--- src/rtl/grf_writeback.sv ---
// ---------------------------------------------------------------------------
// grf_writeback
//
// Sink end of the writeback path: a 32 x 32-bit general register file.
// Writes land on the rising clock edge. Reads are combinational on two
// independent ports. Register $0 always reads as zero.
//
// Optional feature macro: GRF_BYPASS_EN
//   defined   - a write issued this cycle is forwarded to RD1/RD2 in the
//               same cycle (write-to-read bypass)
//   undefined - reads return the stored contents only; a value written in
//               cycle N becomes visible in cycle N+1
//
// Ports:
//   clk    in   1   system clock, all state updates on the rising edge
//   reset  in   1   synchronous active-high clear of every register
//   WE     in   1   write enable from writeback control
//   A3     in   5   write address (already selected upstream)
//   WD     in  32   write data (already selected upstream)
//   A1     in   5   read address, port 1 (rs)
//   A2     in   5   read address, port 2 (rt)
//   RD1    out 32   read data, port 1
//   RD2    out 32   read data, port 2
// ---------------------------------------------------------------------------
module grf_writeback (
    input  logic        clk,
    input  logic        reset,
    input  logic        WE,
    input  logic [4:0]  A3,
    input  logic [31:0] WD,
    input  logic [4:0]  A1,
    input  logic [4:0]  A2,
    output logic [31:0] RD1,
    output logic [31:0] RD2
);

    // Entry 0 is only ever cleared, never written, and reads of address 0
    // are forced to zero regardless.
    logic [31:0] regs_r [0:31];
    logic        wr_en_s;
    logic [31:0] rd1_s;
    logic [31:0] rd2_s;

    // A write qualifies only with WE set and a non-zero destination; with
    // WE low neither A3 nor WD can reach any state.
    assign wr_en_s = WE && (A3 != 5'd0);

    // Register array update: reset has priority and discards any write.
    always_ff @(posedge clk) begin
        if (reset) begin
            for (int i = 0; i < 32; i++) begin
                regs_r[i] <= 32'd0;
            end
        end else if (wr_en_s) begin
            regs_r[A3] <= WD;
        end else begin
            regs_r <= regs_r;
        end
    end

    // Read port 1: optional same-cycle forwarding, then $0 and array read.
    always_comb begin
        rd1_s = 32'd0;
`ifdef GRF_BYPASS_EN
        if (wr_en_s && (A1 == A3)) begin
            rd1_s = WD;
        end else if (A1 == 5'd0) begin
            rd1_s = 32'd0;
        end else begin
            rd1_s = regs_r[A1];
        end
`else
        if (A1 == 5'd0) begin
            rd1_s = 32'd0;
        end else begin
            rd1_s = regs_r[A1];
        end
`endif
    end

    // Read port 2: identical rule to port 1, evaluated independently.
    always_comb begin
        rd2_s = 32'd0;
`ifdef GRF_BYPASS_EN
        if (wr_en_s && (A2 == A3)) begin
            rd2_s = WD;
        end else if (A2 == 5'd0) begin
            rd2_s = 32'd0;
        end else begin
            rd2_s = regs_r[A2];
        end
`else
        if (A2 == 5'd0) begin
            rd2_s = 32'd0;
        end else begin
            rd2_s = regs_r[A2];
        end
`endif
    end

    assign RD1 = rd1_s;
    assign RD2 = rd2_s;

endmodule

--- config.mk ---
export PLATFORM = sky130hd
export DESIGN_NAME = grf_writeback
export DESIGN_NICKNAME = d
export VERILOG_FILES = /design/src/rtl/grf_writeback.sv
export SDC_FILE = /design/constraint.sdc
export NUM_CORES = 2
export LEC_CHECK = 0
export ABC_CLOCK_PERIOD_IN_PS = 3100
export BUFFER_PORTS_ARGS = -buffer_cell sky130_fd_sc_hd__buf_2
export CORE_MARGIN = 4
export CORE_UTILIZATION = 35
export CTS_CLUSTER_DIAMETER = 80
export DETAILED_ROUTE_END_ITERATION = 8
export PLACE_DENSITY_LB_ADDON = 0.08
export SYNTH_ARGS = -nofsm -noshare
export SYNTH_HDL_FRONTEND = slang
export SYNTH_SLANG_ARGS = --single-unit
--- constraint.sdc ---
create_clock -name clk -period 3.1 [get_ports clk]
set_input_delay 0.155 -clock clk [delete_from_list [all_inputs] [get_ports clk]]
set_output_delay 0.155 -clock clk [all_outputs]
set_load 0.02 [all_outputs]
==> summary.txt <==
Synthesis
  • Synth Area in Compound Gates: 0.146
  • Post-synthesis adder-cell area fraction: 0
  • Syn Nets: 5913
  • Post-synth top flop: dfxtp_1
  • Largest family of logic cells by synthesized area: multiplexers
  • Distinct cells, synth: 51
  • Register area share after synthesis: 0.389
  • Mux cell area share after synthesis: 0.234
  • Synthesized area: 0.0527 mm²
  • Syn_area_per_cell: 8.99 µm²
  • Leading area contributor after synthesis: dfxtp_1
  • Ys Warns: 0
  • Top cell type's share of synthesized area: 0.389
  • Post-synthesis xor/xnor area fraction: 0
  • Post-synthesis simple-gate area fraction: 0.167
  • #FFs+latches synth: 1024
  • Top area cells in the synthesized netlist: dfxtp_1, mux4_2, nand2_1
  • Post-synth EDFFs: 0
  • Synthesized instance count: 5863
  • Asr flop ratio synth: 0

Cells and area
  • Area grow syn2layout: 14.5%
  • Max FFs per register: 1024
  • Regs by FF count: regs_r: 1024 flops
  • Most flop-heavy register: regs_r
  • Share of cells above drive strength 1: 0.196
  • Fill count: 14800
  • Area occupied by multi-input gates: 0.0290 mm²
  • Post-layout instance area: 0.0604 mm²
  • Register Area: 0.0205 mm²
  • # nets final: 5851

Timing
  • Fin worst setup slack: 0.144 ns
  • Worst Clk Skew: 0 ns
  • Shortest period the worst path allows: 2.96 ns
  • Final-report setup violation count: 0
  • Slew headroom: 0.353
  • Fmax: 338 MHz
  • Least-Margin Pin Slew: 0.970 ns
  • Setup TNS: 0 ns
  • Final hold violations: 0
  • Fin. max-slew vios: 0
  • Unrepaired setup endpoints after global routing: false
  • Tcrit/Tclk final: 0.953

Worst setup path
  • Critical path class: reg2out
  • Required time worst endpoint: 2.94 ns
  • CP arrival: 2.80 ns
  • Worst Path Max Fanout: 3
  • CP Capture Type: output port
  • Startpoint Class: register

Drt
  • DR vias: 46900
  • Antenna-violating nets left: 0
  • Drt pass-1 iters: 6
  • Wire length per cell after detailed routing: 31.1 µm
  • Avg Vias per Cell: 5.92
  • Drt drc: 0
  • Initial DRC Count: 5783
  • Final WL: 247 mm

CTS
  • H-tree depth: 3
  • CTS tree: yes
  • Worst-Skew Late Latency: 0.74 ns
  • Clock Sinks: 1024
  • Clock-pin slew on the worst setup and hold paths: 0.06 ns
  • Max Buffers Root-to-Sink: 3
  • CTS Buf Count: 120
  • Clk root buf: clkbuf_16
  • Post-CTS Setup Bufs: 0

Place
  • IO Port Bufs: 113
  • HPWL Detailed: 150 mm
  • Placed cell area: 0.0561 mm²
  • Placer congestion estimate: 0.847
  • Pre-CTS WS: 0.155 ns

Min path
  • Worst hold path type: in2reg

Die
  • Die Width: 396 µm
  • Core area: 0.150 mm²
  • Rows: 142
  • Area of the die: 0.157 mm²
  • I/O pin total: 114
  • Vert. Die Dim: 396 µm
  • Initial Util: 0.352

Global route
  • Grt ovf: 0
  • Initial antenna violation count: 17
  • GRT Total Usage: 0.306
  • Largest net degree at the start of global routing: 93
  • Vias in the first global route: 44000
  • First-pass GRT wire length: 346 mm

Pwr
  • Pleak: 20.1 nW
  • Power Density: 511 mW/mm²
  • Worst vdd ir: 452 µV

Status
  • Status: completed

Run
  • Max cap viols: 0
worst paths after layout:
kind	startpoint	endpoint	slack, ns	cells past startpoint
hold / removal	A3[1]	regs_r[734]	0.22	5
hold reg to reg	regs_r[82]	regs_r[82]	0.46	2
setup reg to reg	regs_r[599]	regs_r[599]	1.94	3
setup / recovery	regs_r[649]	RD1[9]	0.14	5
per-stage QoR:
stage	total power, W	utilization	cells	hold WS [ns]
finish	0.0308	0.403	7920	0.221
CTS	0.0310	0.403	7914	0.184
global route	0.0317	0.403	7914	0.262
global placement	0.0165	0.374	7661	0.449
detailed placement	0.0165	0.374	7661	0.457
floorplan	0.0153	-	5863	0.291
cells in the final DEF (no fill, tap or decap), types with 36 or more instances in the layout:
| master | n |
|---|---|
| buf_2 | 106 |
| a311oi_1 | 61 |
| o21ai_1 | 82 |
| mux2_2 | 64 |
| clkbuf_16 | 123 |
| mux4_1 | 48 |
| mux4_2 | 385 |
| dfxtp_1 | 1024 |
| a211oi_1 | 64 |
| nor2b_1 | 83 |
| a21oi_1 | 992 |
| a22oi_1 | 64 |
| buf_4 | 200 |
| mux2i_1 | 128 |
| nand2_1 | 2021 |
| clkbuf_1 | 36 |
| buf_12 | 93 |
report_power, final:
group          switching, W  internal, W  leakage [nW]
Combinational       0.00205     0.000948          9.87
Clock               0.00605      0.00846          1.95
Sequential        0.0000704       0.0133          8.25
Total               0.00818       0.0227          20.1
synthesized netlist by cell type (4+ instances only):
library cell  number
o2111ai_1         18
a22oi_1           64
nor2b_1           85
a311oi_1          63
a21oi_1          992
a221oi_2          11
nor3_2             4
and2b_1           10
and2_0             4
and2_1            14
a221oi_1          35
nand2b_1           4
and2b_2            5
buf_6             58
o21ai_0           28
nor2_1            17
mux4_2           385
mux4_4            15
clkbuf_8          20
mux2i_1          128
nand2_1         2052
buf_1             52
buf_2            114
buf_8              4
buf_12             7
mux2_2            64
o21ai_1           82
buf_4             28
mux4_1            48
a211oi_1          64
dfxtp_1         1024
clkbuf_1         332
what timing repair did:
item | in CTS | in global routing
setup endpoints to repair | 1 | 1
endpoints found under the hold margin | 956 | 0
hold buffers | 34 | 0
resized for setup | 2 | 1
final cells by class:
| type | instances | share of cell area |
|---|---|---|
| multi-input cells | 4213 | 0.481 |
| flip-flops and latches | 1024 | 0.340 |
| repair buffers | 440 | 0.0717 |
| clock buffers | 193 | 0.0610 |
| well taps | 2016 | 0.0418 |
| clock inverters | 26 | 0.00452 |
| diodes | 6 | 0.000249 |
| inverters | 2 | 0.000207 |
cells by family (layout without fill, tap and decap cells):
group                  count (synthesis)  count (layout)
buffers and inverters                626             661
AOI/OAI and AO/OA                   1358            1358
other                                  0               6
and+or+nand+nor                     2215            2215
muxes                                640             640
DFF                                 1024            1024
worst max-delay path, stage by stage, from the launching register on:
cell and delay (ns):
dfxtp_1 0.32, mux4_2 0.46, nor2b_1 0.14, a211oi_1 0.56, a311oi_1 0.28, buf_2 0.28
layer usage:
| layer | routed length [µm] | vias up | track usage |
|---|---|---|---|
| met5 | 70 | - | 0 |
| met4 | 7700 | 10 | 0.0980 |
| met3 | 21800 | 416 | 0.0577 |
| met2 | 109000 | 2254 | 0.464 |
| met1 | 108000 | 23800 | 0.439 |
| li1 | - | 20500 | - |
Note: power is estimated with default switching activity, not from simulation.
